===== src/rtl/bcd_time_of_day_counter.sv =====
// bcd_time_of_day_counter
// 24-hour BCD time-of-day keeper (HH:MM:SS). It advances on rising edges of
// the upstream 1 Hz square wave in run mode. In set mode the minute and hour
// buttons adjust the time.
module bcd_time_of_day_counter (
  input  logic       i_clk,
  input  logic       i_rst,
  input  logic       i_sec_tick,
  input  logic       i_run,
  input  logic       i_inc_min,
  input  logic       i_inc_hr,
  input  logic       i_clr_sec,
  output logic [3:0] o_sec_ones,
  output logic [3:0] o_sec_tens,
  output logic [3:0] o_min_ones,
  output logic [3:0] o_min_tens,
  output logic [3:0] o_hr_ones,
  output logic [3:0] o_hr_tens,
  output logic       o_tick_pulse,
  output logic       o_min_carry,
  output logic       o_day_carry
);

  // Previous samples of the three edge-detected inputs.
  logic       tick_d;
  logic       min_d;
  logic       hr_d;

  // Each time field is held as one byte: tens digit in [7:4], ones digit in [3:0].
  logic [7:0] sec_q;
  logic [7:0] min_q;
  logic [7:0] hr_q;
  logic [7:0] sec_nx;
  logic [7:0] min_nx;
  logic [7:0] hr_nx;

  logic       tick_edge;
  logic       min_edge;
  logic       hr_edge;
  logic       run_tick;
  logic       sec_wrap;
  logic       min_wrap;
  logic       hr_wrap;
  logic       min_carry_nx;
  logic       day_carry_nx;

  // Advance a 00-59 BCD pair by one, wrapping 59 to 00.
  function automatic logic [7:0] inc_bcd_60(input logic [7:0] v);
    if (v[3:0] != 4'd9) return {v[7:4], v[3:0] + 4'd1};
    if (v[7:4] != 4'd5) return {v[7:4] + 4'd1, 4'd0};
    return 8'h00;
  endfunction

  // Advance a 00-23 BCD pair by one, wrapping 23 to 00.
  function automatic logic [7:0] inc_bcd_24(input logic [7:0] v);
    if (v == 8'h23)     return 8'h00;
    if (v[3:0] != 4'd9) return {v[7:4], v[3:0] + 4'd1};
    return {v[7:4] + 4'd1, 4'd0};
  endfunction

  assign tick_edge = i_sec_tick & ~tick_d;
  assign min_edge  = i_inc_min  & ~min_d;
  assign hr_edge   = i_inc_hr   & ~hr_d;

  assign sec_wrap  = (sec_q == 8'h59);
  assign min_wrap  = (min_q == 8'h59);
  assign hr_wrap   = (hr_q  == 8'h23);

  // A clear in the tick cycle swallows the tick as far as counting goes.
  assign run_tick     = i_run & tick_edge & ~i_clr_sec;
  assign min_carry_nx = run_tick & sec_wrap;
  assign day_carry_nx = min_carry_nx & min_wrap & hr_wrap;

  // Next-state of the three time fields: clear, run-mode carry chain, set-mode buttons.
  always_comb begin
    // NOTE: every output of this block gets a default first, so no path leaves a latch.
    sec_nx = sec_q;
    min_nx = min_q;
    hr_nx  = hr_q;

    if (i_clr_sec)     sec_nx = 8'h00;
    else if (run_tick) sec_nx = inc_bcd_60(sec_q);

    if (i_run) begin
      if (min_carry_nx)            min_nx = inc_bcd_60(min_q);
      if (min_carry_nx & min_wrap) hr_nx  = inc_bcd_24(hr_q);
    end else begin
      if (min_edge) min_nx = inc_bcd_60(min_q);
      if (hr_edge)  hr_nx  = inc_bcd_24(hr_q);
    end
  end

  // Time, edge-history and strobe registers; reset wins over every other input.
  always_ff @(posedge i_clk) begin
    // NOTE: non-blocking assignments so every register sees pre-edge values.
    if (i_rst) begin
      // Edge history resets high so an input already high at release is not an edge.
      tick_d       <= 1'b1;
      min_d        <= 1'b1;
      hr_d         <= 1'b1;
      sec_q        <= 8'h00;
      min_q        <= 8'h00;
      hr_q         <= 8'h00;
      o_tick_pulse <= 1'b0;
      o_min_carry  <= 1'b0;
      o_day_carry  <= 1'b0;
    end else begin
      tick_d       <= i_sec_tick;
      min_d        <= i_inc_min;
      hr_d         <= i_inc_hr;
      sec_q        <= sec_nx;
      min_q        <= min_nx;
      hr_q         <= hr_nx;
      o_tick_pulse <= tick_edge;
      o_min_carry  <= min_carry_nx;
      o_day_carry  <= day_carry_nx;
    end
  end

  assign o_sec_ones = sec_q[3:0];
  assign o_sec_tens = sec_q[7:4];
  assign o_min_ones = min_q[3:0];
  assign o_min_tens = min_q[7:4];
  assign o_hr_ones  = hr_q[3:0];
  assign o_hr_tens  = hr_q[7:4];

endmodule


===== config.mk =====
export PLATFORM = sky130hd
export DESIGN_NAME = bcd_time_of_day_counter
export DESIGN_NICKNAME = d
export VERILOG_FILES = /design/src/rtl/bcd_time_of_day_counter.sv
export SDC_FILE = /design/constraint.sdc
export NUM_CORES = 1
export LEC_CHECK = 0
export ABC_AREA = 1
export BUFFER_PORTS_ARGS = -buffer_cell sky130_fd_sc_hd__buf_2
export CORE_AREA = 5 5 61 63
export CTS_CLUSTER_SIZE = 30
export DETAILED_ROUTE_END_ITERATION = 8
export DIE_AREA = 0 0 66 68
export PLACE_DENSITY_LB_ADDON = 0.2
export SYNTH_ARGS = -nofsm -noshare
export SYNTH_HDL_FRONTEND = slang
export SYNTH_SLANG_ARGS = --single-unit

===== constraint.sdc =====
create_clock -name i_clk -period 4.6 [get_ports i_clk]
set_clock_uncertainty 0.15 [all_clocks]
set_input_delay 0 -clock i_clk [delete_from_list [all_inputs] [get_ports i_clk]]
set_output_delay 0 -clock i_clk [all_outputs]
set_load 0.01 [all_outputs]

=== Word level (Yosys, flattened, before mapping) ===
Cells that the tools add are included.

* Add/sub/neg operators: 6
* $mul: 0
* Divide/modulo/power cells: 0
* Magnitude comparators: 0
* Eq/ne operators: 10
* Shift-type cells: 0
* Muxes and demuxes: 53
* Bitwise operators: 12
* Reduce and logical (&&, ||, !) cells: 5

{| class="wikitable"
|+ Operators with widths
! operator !! number
|-
| $mux 8 || 22
|-
| $mux 1 || 31
|-
| $add 4x1->4 const B || 6
|-
| $eq 8x7->1 const B || 2
|-
| $ne 4x4->1 const B || 3
|-
| $and 1x1->1 || 8
|-
| $eq 8x6->1 const B || 1
|-
| $ne 4x3->1 const B || 2
|-
| $ne 2x1->1 const B || 2
|-
| $not 1->1 || 4
|-
| $reduce_and 2->1 || 2
|-
| $reduce_bool 2->1 || 2
|-
| $reduce_or 2->1 || 1
|}

* Bits in registers: 30
* Latch bits: 0
* RAM bits: 0
* Bits in read-only memories: 0
* Bits of input ports: 7
* Output and inout port bits: 27
* Memories kept: 0

=== Longest topological paths before layout ===
* Word-level depth: 15
* Gate-level depth with buffers: 10
* Depth with buffers taken out: 10

=== Least setup slack after synthesis ===
OpenSTA, ideal clock, no wires.

* Path type: register to register
* From: reg sec_q[4]
* To: reg hr_q[4]
* Arrival time: 1,275 ps
* Path slack: 3,062 ps
* Stages on the path, launching flop included: 9
* Path buffers: 0
* Clock period less this slack: 1,538 ps
* Path through: dfxtp_1 > ha_1 > nand3b_1 > nor2_1 > nand3_2 > nand2_4 > nand2_1 > nor2_1 > nor2_1

* Cells in the longest elaborated chain, start to end: 5

{| class="wikitable"
|+ Ends and longest elaborated chain
! item !! RTL line !! text
|-
| start: declaration || 30 || <nowiki>logic [7:0] sec_q;</nowiki>
|-
| start signal: assignment || 111 || <nowiki>sec_q <= sec_nx;</nowiki>
|-
| $eq 8x7->1 || 65 || <nowiki>assign sec_wrap = (sec_q == 8'h59);</nowiki>
|-
| $and 1x1->1 || 71 || <nowiki>assign min_carry_nx = run_tick & sec_wrap;</nowiki>
|-
| $and 1x1->1 || 86 || <nowiki>if (min_carry_nx & min_wrap) hr_nx = inc_bcd_24(hr_q);</nowiki>
|-
| $ne 2x1->1 (no source line) || -- ||
|-
| $reduce_and 2->1 (no source line) || -- ||
|-
| end signal: assignment || 113 || <nowiki>hr_q <= hr_nx;</nowiki>
|-
| end: declaration || 32 || <nowiki>logic [7:0] hr_q;</nowiki>
|}

No other way between the ends.
A chain may end at the register's enable or synchronous reset.

=== Worst setup path in the final report ===
* From: reg sec_q[4]
* To: reg hr_q[6]

Same word-level chain as after synthesis.

==> metrics.cfg <==
[clock_network]
insertion_delay_ns = 0.34
cts_tree = yes
cts_made_buffers = 5
clock_path_buffers = 2
htreeDepth = 2
cts_root_buffer = clkbuf_4
clkSlewWorstSetupHoldPaths_ns = 0.10
cts_resized = 0
clock_sinks = 30

[critical_path]
reg2reg_depth = 8
r2r-end = hr_q[6]$_SDFFE_PP0P_
cp-endpoint = hr_q[6]$_SDFFE_PP0P_
end_kind = flip-flop
cp_data_arrival_time_ns = 1.79
cp-start-kind = flip-flop
path_max_fanout = 7
path_class = reg -> reg
critical_path_required_ns = 4.69
crit_start = sec_q[4]$_SDFFE_PP0P_
r2r_start = sec_q[4]$_SDFFE_PP0P_
reg2reg_slack_ns = 2.90

[timing]
setup_slack_ns = 2.90
fmax_mhz = 590
rsz0062_at_grt = false
period_minus_slack_ns = 1.70
finalSetupTns_ns = 0
tightestPinTransition_ns = 0.334
drv_slew = 0
hold_viol_final = 0
finalCritPeriodShare = 0.369
setup_viol = 0
relSlewSlack = 0.777

[logic_synthesis]
synth_warnings = 0
yosys-top-cells-area = dfxtp_1 41%, nand2_1 9.4%, nand3_1 7.1%, inv_1 6.1%, nor2_1 6.1%
syn_inst = 204
seq_area_frac_synth = 0.408
synth_ff_type = dfxtp_1
synth_top_area_cell = dfxtp_1
yosysTopAreaCellShare = 0.408
yosys-top-cells-count = 37 x nand2_1, 30 x dfxtp_1, 24 x inv_1, 24 x nor2_1, 21 x nand3_1
synth.most_common_cell = nand2_1
synth_edf_count = 0
ys_ff_latch = 30
syn_nets = 215
async_flop_share = 0
syn_avg_cell_area_um2 = 7.22
syn_area_um2 = 1470
synth_cell_types = 29

[place]
port_buffers = 33
dp_hpwl_mm = 2.19
pre_cts_ws_ns = 2.93
place_inst = 280
gp_congestion = 0.791

[route]
drc = 0
drtAntennaViolNets = 0
drt-vias-per-instance = 4.63
wl_per_cell_um = 10.6
first_iter_violations = 70
totalWireLength_mm = 3.13
dr_total_vias = 1367
first_pass_iters = 4

[die]
die-area_um2 = 4490
start_util = 0.463
die_w_um = 66
die_h_um = 68
ios = 34
design.core.area_um2 = 3180
placementRows = 21

[power]
p_leak_nw = 0.859
ir_drop_uv = 136
powerDensity_nw_per_um2 = 251

[finish]
diodes = 0
fillers = 303
syn2layout_area_growth_pct = 22.7
final_layout_size_suffix_gt1_frac = 0.225
fin_util = 0.568
nNetsFinal = 259
fin_cells = 295

[grt]
grt_usage = 0.153
grt_max_degree = 19
grt_pass1_wl_mm = 5.17
overflow = 0
antenna_found_initial = 0
grt_pass1_vias = 1180

[flow_run]
max_cap_viol_count = 0

[min_path]
hp-class = in -> reg

[outcome]
outcome = finished, final reports clean

-- registers in the layout, indices dropped and copies added, names as in the netlist --
signal / count
hr_d: 1
hr_q: 8
min_d: 1
min_q: 8
o_day_carry: 1
o_min_carry: 1
o_tick_pulse: 1
sec_q: 8
tick_d: 1
-- worst min-delay path by stage --
stage	from	end	slack (ns)	cells after the start
after floorplan	i_inc_hr	hr_d$_SDFF_PP1_	-0.05	2
after global placement	i_inc_hr	hr_d$_SDFF_PP1_	0.04	3
after detailed placement	i_inc_hr	hr_d$_SDFF_PP1_	0.04	3
after CTS	i_inc_min	min_d$_SDFF_PP1_	0.22	4
after global routing	i_inc_min	min_d$_SDFF_PP1_	0.24	4
final	i_inc_min	min_d$_SDFF_PP1_	0.22	4
-- kinds of logic after synthesis --
family	after synthesis	synth area share
adders and majority gates	4	0.0340
and+or+nand+nor	103	0.334
AOI/OAI and AO/OA	29	0.105
DFF	30	0.408
xor gates and xnor gates	5	0.0297
buffers and inverters	33	0.0892
-- report_power, final --
group,internal [mW],switching [mW],total (mW)
Clock,0.0739,0.0919,0.166
Sequential,0.262,0.00189,0.264
Combinational,0.0103,0.0141,0.0244
Total,0.346,0.108,0.454
-- final cells by class --
cell class | instances | area [um^2] | share of cell area
clock buffer | 7 | 55.1 | 0.0305
timing repair buffer | 40 | 235 | 0.130
sequential | 30 | 601 | 0.332
tap | 46 | 57.6 | 0.0319
clock inverter | 1 | 5.00 | 0.00277
multi-input combinational | 141 | 741 | 0.410
inverter | 30 | 113 | 0.0623
-- metrics by stage --
stage | total power [mW] | instance area [um^2] | hold WS, ns
finish | 0.454 | 1810 | 0.219
CTS | 0.458 | 1810 | 0.216
floorplan | 0.283 | 1470 | -0.0536
detailed placement | 0.290 | 1680 | 0.0428
global placement | 0.290 | 1680 | 0.0362
global route | 0.475 | 1810 | 0.235
-- metal layers --
layer	GRT usage	vias up	part of all wire	wire length, um
li1	-	740	-	-
met1	0.190	587	0.50	1550
met2	0.230	33	0.42	1300
met3	0.0640	7	0.063	198
met4	0.0736	0	0.024	75
met5	0	-	0	0
-- timing repair --
action / in CTS / in global routing
endpoints found under the hold margin: 24 / 0
setup buffers: 0 / 0
endpoints found under the setup margin: 0 / 0
hold buffers: 7 / 0
-- layout by cell type (no fill, tap or decap), types with 3 or more instances in the layout --
cell type	count
nand2_1	37
buf_2	33
dfxtp_1	30
inv_1	24
nor2_1	24
nand3_1	21
a21oi_1	14
dlygate4sd3_1	7
o21ai_1	6
o21ai_0	5
nor3_1	5
clkbuf_4	5
inv_2	4
xor2_1	4
ha_1	4
nand2_2	3
-- critical path, cell delays in order, from the launching register on --
cell,delay (ns)
dfxtp_1,0.42
ha_1,0.18
nand3b_1,0.11
nor2_1,0.16
nand3_2,0.16
nand2_4,0.13
nand2_1,0.12
nand3_1,0.11
o21ai_1,0.07
(Power assumes the default switching activity.)
